File: src/rtl/adc_frame_pkg.sv
// adc_frame_pkg
// Shared types and helpers for the ADC frame sequencer:
//   state_t   - controller state encoding (IDLE, CAPTURE, DRAIN)
//   clog2     - constant-evaluable ceiling log2 for pointer widths
//   TSTRB_ALL - all-ones byte-strobe source, sliced to DATA_W/8 by users
package adc_frame_pkg;

   typedef enum logic [1:0] {
      IDLE    = 2'd0,
      CAPTURE = 2'd1,
      DRAIN   = 2'd2
   } state_t;

   // Wide enough for any tdata width up to 1024 bits
   localparam logic [127:0] TSTRB_ALL = '1;

   function automatic int clog2(input int value);
      int result;
      result = 0;
      for (int i = 0; i < 31; i++) begin
         if ((32'sd1 <<< i) < value) begin
            result = i + 1;
         end
      end
      return result;
   endfunction

endpackage

File: src/rtl/adc_frame_ctrl_fifo.sv
// sync_fifo_fwft
// First-word-fall-through synchronous FIFO. The head entry is always
// presented on dout; a push while full is accepted when a pop happens in
// the same cycle.
// Ports:
//   clk, rst_n  - clock, synchronous active-low reset (empties the FIFO)
//   push, din   - write request and data (ignored when full without pop)
//   pop         - read request (ignored when empty)
//   dout        - head entry
//   full, empty - occupancy flags
//   count       - number of stored entries
module sync_fifo_fwft
   import adc_frame_pkg::*;
#(
   parameter int WIDTH = 33,
   parameter int DEPTH = 16
) (
   input  logic                   clk,
   input  logic                   rst_n,
   input  logic                   push,
   input  logic                   pop,
   input  logic [WIDTH-1:0]       din,
   output logic [WIDTH-1:0]       dout,
   output logic                   full,
   output logic                   empty,
   output logic [clog2(DEPTH):0]  count
);

   localparam int AW = clog2(DEPTH);
   localparam logic [AW:0] DEPTH_C = (AW+1)'(DEPTH);

   logic [WIDTH-1:0] mem_r [DEPTH];
   logic [AW-1:0]    wr_ptr_r;
   logic [AW-1:0]    rd_ptr_r;
   logic [AW:0]      count_r;
   logic             wr_en_s;
   logic             rd_en_s;

   assign full    = (count_r == DEPTH_C);
   assign empty   = (count_r == '0);
   assign count   = count_r;
   assign dout    = mem_r[rd_ptr_r];
   assign rd_en_s = pop & ~empty;
   // A full FIFO still takes a write when the head leaves in the same cycle
   assign wr_en_s = push & (~full | rd_en_s);

   // Storage, pointers and occupancy; storage is cleared so dout reads 0 after reset
   always_ff @(posedge clk) begin
      if (!rst_n) begin
         wr_ptr_r <= '0;
         rd_ptr_r <= '0;
         count_r  <= '0;
         for (int i = 0; i < DEPTH; i++) begin
            mem_r[i] <= '0;
         end
      end else begin
         if (wr_en_s) begin
            mem_r[wr_ptr_r] <= din;
            wr_ptr_r        <= wr_ptr_r + AW'(1);
         end
         if (rd_en_s) begin
            rd_ptr_r <= rd_ptr_r + AW'(1);
         end
         case ({wr_en_s, rd_en_s})
            2'b10:   count_r <= count_r + (AW+1)'(1);
            2'b01:   count_r <= count_r - (AW+1)'(1);
            default: count_r <= count_r;
         endcase
      end
   end

endmodule

File: src/rtl/adc_frame_ctrl.sv
// adc_frame_ctrl
// Frame sequencer between the ADC sample stream and an AXI4-Stream master.
// Captures cfg_num_frames frames of cfg_frame_len samples (0 frames =
// continuous until cfg_stop), buffers them in a FWFT FIFO because the ADC
// cannot be stalled, marks frame ends with tlast and reports drops/progress.
// Ports:
//   m_axis_aclk, m_axis_aresetn   - clock, synchronous active-low reset
//   cfg_start, cfg_stop           - capture start / stop-at-boundary pulses
//   cfg_frame_len, cfg_num_frames - frame length (0 -> 1), frame count (0 -> continuous)
//   s_sample_valid, s_sample_data - ADC sample strobe and data (no ready)
//   m_axis_*                      - AXI4-Stream master (tstrb constant all-ones)
//   sts_*                         - busy, sticky overflow, drop count, delivered frames, done pulse
module adc_frame_ctrl
   import adc_frame_pkg::*;
#(
   parameter int DATA_W     = 32,
   parameter int FIFO_DEPTH = 16,
   parameter int LEN_W      = 16,
   parameter int CNT_W      = 16
) (
   input  logic                m_axis_aclk,
   input  logic                m_axis_aresetn,
   input  logic                cfg_start,
   input  logic                cfg_stop,
   input  logic [LEN_W-1:0]    cfg_frame_len,
   input  logic [CNT_W-1:0]    cfg_num_frames,
   input  logic                s_sample_valid,
   input  logic [DATA_W-1:0]   s_sample_data,
   output logic [DATA_W-1:0]   m_axis_tdata,
   output logic [DATA_W/8-1:0] m_axis_tstrb,
   output logic                m_axis_tvalid,
   input  logic                m_axis_tready,
   output logic                m_axis_tlast,
   output logic                sts_busy,
   output logic                sts_overflow,
   output logic [CNT_W-1:0]    sts_drop_cnt,
   output logic [CNT_W-1:0]    sts_frames_done,
   output logic                sts_done
);

   state_t                     state_r;
   logic [LEN_W-1:0]           frame_len_r;
   logic [CNT_W-1:0]           num_frames_r;
   logic [LEN_W-1:0]           sample_idx_r;
   logic [CNT_W-1:0]           frame_wr_r;
   logic                       stop_pending_r;
   logic                       busy_r;
   logic                       overflow_r;
   logic [CNT_W-1:0]           drop_cnt_r;
   logic [CNT_W-1:0]           frames_done_r;
   logic                       done_r;

   logic [DATA_W:0]            fifo_dout_s;
   logic                       fifo_full_s;
   logic                       fifo_empty_s;
   logic [clog2(FIFO_DEPTH):0] fifo_count_s;
   logic                       pop_s;
   logic                       stop_now_s;
   logic                       push_req_s;
   logic                       accept_s;
   logic                       drop_s;
   logic                       tag_s;
   logic                       last_frame_s;

   assign pop_s        = ~fifo_empty_s & m_axis_tready;
   // Stop requested and no partial frame open: leave CAPTURE without taking the sample
   assign stop_now_s   = stop_pending_r & (sample_idx_r == '0);
   assign push_req_s   = (state_r == CAPTURE) & s_sample_valid & ~stop_now_s;
   assign accept_s     = push_req_s & (~fifo_full_s | pop_s);
   assign drop_s       = push_req_s & ~accept_s;
   assign tag_s        = (sample_idx_r == (frame_len_r - LEN_W'(1)));
   assign last_frame_s = (num_frames_r != '0) & ((frame_wr_r + CNT_W'(1)) == num_frames_r);

   sync_fifo_fwft #(
      .WIDTH (DATA_W + 1),
      .DEPTH (FIFO_DEPTH)
   ) u_fifo (
      .clk   (m_axis_aclk),
      .rst_n (m_axis_aresetn),
      .push  (accept_s),
      .pop   (pop_s),
      .din   ({tag_s, s_sample_data}),
      .dout  (fifo_dout_s),
      .full  (fifo_full_s),
      .empty (fifo_empty_s),
      .count (fifo_count_s)
   );

   assign m_axis_tdata    = fifo_dout_s[DATA_W-1:0];
   assign m_axis_tlast    = fifo_dout_s[DATA_W];
   assign m_axis_tvalid   = ~fifo_empty_s;
   assign m_axis_tstrb    = TSTRB_ALL[DATA_W/8-1:0];
   assign sts_busy        = busy_r;
   assign sts_overflow    = overflow_r;
   assign sts_drop_cnt    = drop_cnt_r;
   assign sts_frames_done = frames_done_r;
   assign sts_done        = done_r;

   // Capture state machine, frame bookkeeping and status counters
   always_ff @(posedge m_axis_aclk) begin
      if (!m_axis_aresetn) begin
         state_r        <= IDLE;
         frame_len_r    <= LEN_W'(1);
         num_frames_r   <= '0;
         sample_idx_r   <= '0;
         frame_wr_r     <= '0;
         stop_pending_r <= 1'b0;
         busy_r         <= 1'b0;
         overflow_r     <= 1'b0;
         drop_cnt_r     <= '0;
         frames_done_r  <= '0;
         done_r         <= 1'b0;
      end else begin
         done_r <= 1'b0;
         if (pop_s & fifo_dout_s[DATA_W]) begin
            frames_done_r <= frames_done_r + CNT_W'(1);
         end
         case (state_r)
            IDLE: begin
               if (cfg_start) begin
                  frame_len_r    <= (cfg_frame_len == '0) ? LEN_W'(1) : cfg_frame_len;
                  num_frames_r   <= cfg_num_frames;
                  sample_idx_r   <= '0;
                  frame_wr_r     <= '0;
                  stop_pending_r <= 1'b0;
                  overflow_r     <= 1'b0;
                  drop_cnt_r     <= '0;
                  frames_done_r  <= '0;
                  busy_r         <= 1'b1;
                  state_r        <= CAPTURE;
               end
            end
            CAPTURE: begin
               if (cfg_stop) begin
                  stop_pending_r <= 1'b1;
               end
               if (drop_s) begin
                  overflow_r <= 1'b1;
                  if (drop_cnt_r != '1) begin
                     drop_cnt_r <= drop_cnt_r + CNT_W'(1);
                  end
               end
               if (stop_now_s) begin
                  state_r <= DRAIN;
               end else if (accept_s) begin
                  if (tag_s) begin
                     sample_idx_r <= '0;
                     frame_wr_r   <= frame_wr_r + CNT_W'(1);
                     if (last_frame_s | stop_pending_r) begin
                        state_r <= DRAIN;
                     end
                  end else begin
                     sample_idx_r <= sample_idx_r + LEN_W'(1);
                  end
               end
            end
            DRAIN: begin
               if (fifo_count_s == '0) begin
                  state_r        <= IDLE;
                  busy_r         <= 1'b0;
                  done_r         <= 1'b1;
                  stop_pending_r <= 1'b0;
               end
            end
            default: begin
               state_r <= IDLE;
               busy_r  <= 1'b0;
            end
         endcase
      end
   end

endmodule

File: config.mk
export PLATFORM = sky130hd
export DESIGN_NAME = adc_frame_ctrl
export DESIGN_NICKNAME = d
export VERILOG_FILES = /design/src/rtl/adc_frame_pkg.sv /design/src/rtl/adc_frame_ctrl_fifo.sv /design/src/rtl/adc_frame_ctrl.sv
export SDC_FILE = /design/constraint.sdc
export NUM_CORES = 1
export LEC_CHECK = 0
export BUFFER_PORTS_ARGS = -buffer_cell sky130_fd_sc_hd__buf_2
export CELL_PAD_IN_SITES_DETAIL_PLACEMENT = 0
export CELL_PAD_IN_SITES_GLOBAL_PLACEMENT = 1
export CORE_MARGIN = 5
export CORE_UTILIZATION = 56
export CTS_BUF_LIST = sky130_fd_sc_hd__clkbuf_16
export DETAILED_ROUTE_END_ITERATION = 12
export PLACE_DENSITY = 0.94
export SLEW_MARGIN = 20
export SYNTH_ARGS = -nofsm -noshare
export SYNTH_HDL_FRONTEND = slang
export SYNTH_SLANG_ARGS = --single-unit
File: constraint.sdc
create_clock -name m_axis_aclk -period 8.2 [get_ports m_axis_aclk]
set_input_delay 1.64 -clock m_axis_aclk [delete_from_list [all_inputs] [get_ports m_axis_aclk]]
set_output_delay 1.64 -clock m_axis_aclk [all_outputs]
set_load 0.02 [all_outputs]
==> key figures <==
Global route
  • Largest net degree at the start of global routing: between 70 and 80
  • Initial antenna violation count: 5
  • Global route overflow: 0
  • GRT Total Usage: 25.1%
  • Vias in the first global route: 18600
  • Global-route wire length before repair: approximately 110000 um

STA
  • Crit share post-route: about 60%
  • Slew headroom: 22.1%
  • Setup TNS: 0 ns
  • Final setup fails: 0
  • Final WS setup: 3.14 ns
  • Slew @ Worst Pin: approximately 1.2 ns
  • Clock skew: 0.0264 ns
  • Final slew viol count: 0
  • Period minus WS final: roughly 5.1 ns
  • Fmax achieved: 0.197 GHz
  • Final hold violations: 0
  • Unrepaired setup endpoints after global routing: no

Logic synthesis
  • Sequential fraction of the synthesis area: 61.1%
  • Cell count after synthesis: about 2200
  • FFs w/ async S/R, synth: 0%
  • Commonest cells in the netlist: edfxtp_1 (528), and2_1 (519), mux4_2 (165)
  • Area leader, netlist: edfxtp_1
  • Count leader, synth: edfxtp_1
  • YS warnings: 0
  • Mean Syn Cell Area: about 14 um^2
  • Post-Synth Simple-Gate Area: between 10% and 20%
  • Top_reg_cell synth: edfxtp_1
  • Mux cell area share after synthesis: between 10% and 20%
  • Yosys top cell area share: roughly 53%
  • Register bit total from synthesis: ~650
  • Post-synthesis xor/xnor area fraction: between 2 and 3%
  • Post-synth cell types: ~60
  • Synthesized area: between 0.02 and 0.03 mm^2
  • Dominant cells by area after synthesis: edfxtp_1 (53%), mux4_2 (12%), and2_1 (11%)
  • Synth Area in Compound Gates: ~2.7%
  • Post-synthesis adder-cell area fraction: less than 1%
  • Largest family of logic cells by synthesized area: simple AND/OR/NAND/NOR gates
  • Post-synth EDFFs: between 500 and 600

Routing
  • DRT Wirelength: between 70000 and 80000 um
  • Via count: between 15000 and 20000
  • Residual DRC: 0
  • Antenna Nets Post-Route: 0
  • Initial DRT Pass Iterations: 7
  • WL/cell: around 24 um
  • DRT iter0 DRCs: between 2000 and 2500
  • Routed vias/inst: between 6 and 7

Pwr
  • VDD IR max: 174 uV
  • LEAKAGE: between 0.01 and 0.015 uW
  • PwrDens: 226 mW/mm^2

Placement
  • Placed Area: 0.0312 mm^2
  • PortBufs: between 100 and 150
  • Place WS: 2.80 ns
  • RD Place Congestion: 0.873
  • DP Wirelength: 43600 um
  • Post-Place Cells: 2868

Floorplanning
  • Die height: approximately 240 um
  • IO Count: ~140
  • Rows: 84
  • DIE AREA: ~0.058 mm^2
  • Core ar.: 0.0527 mm^2
  • Starting Density: roughly 57%
  • Die width: between 200 and 250 um

Worst setup path
  • Critical path class: register to output port
  • Worst-path fanout max: between 50 and 60
  • Critical Path Source Type: register
  • CP dominant cell by count: mux4_2
  • Crit path DAT: ~3.4 ns
  • CP max stage delay: between 0.9 and 1 ns
  • Endpoint class of the critical path: output port
  • Slowest cell on crit path: dfxtp_4
  • Critical-path cell list: buf_4 -> mux4_2 -> mux4_2 -> buf_2
  • Required time of the worst setup path: between 6 and 7 ns

Final layout
  • Area delta synth->final: 11.8%
  • Final cell count without fillers: roughly 3000
  • Share of cells above drive strength 1: between 20% and 30%
  • Finished layout cell area: roughly 0.033 mm^2
  • Final nets: about 2300

CTS
  • Post-CTS sizing: 0
  • CTS tree: done
  • Post-CTS setup buffers: 0
  • H-tree Lvls: 3
  • Clk slew on worst S/H paths: 0.06 ns
  • CTS root buf: clkbuf_16
  • Max clock buf depth: 3
  • Sink Count: between 600 and 700
  • TritonCTS buffer count: 67
  • Clock Latency Late Sink: around 0.62 ns
  • # hold bufs at CTS: 0

Flow run
  • MaxCap Viol Count: 0

Hold path
  • Hold Crit Class: register to register

Outcome
  • Status: finished, final reports clean
## kinds of logic after synthesis
family,after synthesis
adder cells (fa/ha/maj),16
buffers and inverters,204
multiplexers,172
AND/OR/NAND/NOR,924
XOR/XNOR,95
AO/OA/AOI/OAI,128
flip-flops,647
other,1
## per-stage QoR
stage	power [uW]	hold slack, ns	util, %
6_report	7540	0.473	63.4
5_1_grt	7790	0.499	63.4
4_1_cts	7560	0.465	63.3
3_5_place_dp	4660	0.457	59.3
3_3_place_gp	4620	0.455	59.0
2_1_floorplan	4380	0.450	-
## per-layer routing
| metal | GRT usage [%] | share of wire, % | up-vias | routed length (um) |
|---|---|---|---|---|
| li1 | - | - | 8065 | - |
| met1 | 33.2 | 39 | 9261 | 28000 |
| met2 | 42.3 | 50 | 831 | 36200 |
| met3 | 5.44 | 7.9 | 144 | 5710 |
| met4 | 7.37 | 2.9 | 6 | 2080 |
| met5 | 0 | 0.053 | - | 38 |
## worst max-delay path, delay by kind of cell, from the launching register on
family                 cells  cell delay, ns
muxes                      2            0.99
DFF                        1            0.96
buffers and inverters      2            0.82
## layout make-up
cell class / instances / area (um^2)
Clock inverter: 53 / 447
Multi-Input combinational cell: 1339 / 11000
Antenna cell: 3 / 7.51
Timing Repair Buffer: 165 / 993
Fill cell: 3651 / 19300
Sequential cell: 647 / 18300
Clock buffer: 67 / 1680
Tap cell: 688 / 861
Inverter: 29 / 109
## final timing paths
kind | from | endpoint | slack (ns) | cells past startpoint
worst max-delay path | register | m_axis_tdata[2] | 3.14 | 4
worst min register to register | sts_overflow | sts_overflow | 0.47 | 2
worst min-delay path | sts_overflow | sts_overflow | 0.47 | 2
worst max register to register | state_r[0] | u_fifo.mem_r[0][19] | 3.81 | 10
## sequential cells by signal (all words and copies together), names as in the netlist, 4 cells and up, named ones only
name,cells
frame_len_r,16
frame_wr_r,16
num_frames_r,16
sample_idx_r,16
sts_drop_cnt,16
sts_frames_done,16
u_fifo.count,5
u_fifo.mem_r,528
u_fifo.rd_ptr_r,4
u_fifo.wr_ptr_r,4
## placed cells by master (no fill, tap or decap), types with 15 or more instances in the layout
master	Yosys	layout
and2_1	519	519
mux4_2	165	165
xnor2_1	45	45
nand2_1	121	108
a21oi_1	52	51
inv_1	28	45
nor2_1	108	103
clkbuf_16	0	67
nor3_1	21	17
nand3_1	36	36
edfxtp_1	528	528
ha_1	15	15
dfxtp_1	119	115
buf_4	4	21
buf_2	4	138
nand4_1	29	29
xor2_1	50	50
and3_1	21	21
nor4_1	19	19
a31oi_1	16	16
## where the power goes
| group | total, uW | internal (uW) | switching [uW] |
|---|---|---|---|
| sequential | 3750 | 3660 | 81.9 |
| clock | 2950 | 1660 | 1290 |
| combinational | 840 | 354 | 486 |
| total | 7540 | 5680 | 1860 |
(Power assumes the default switching activity.)
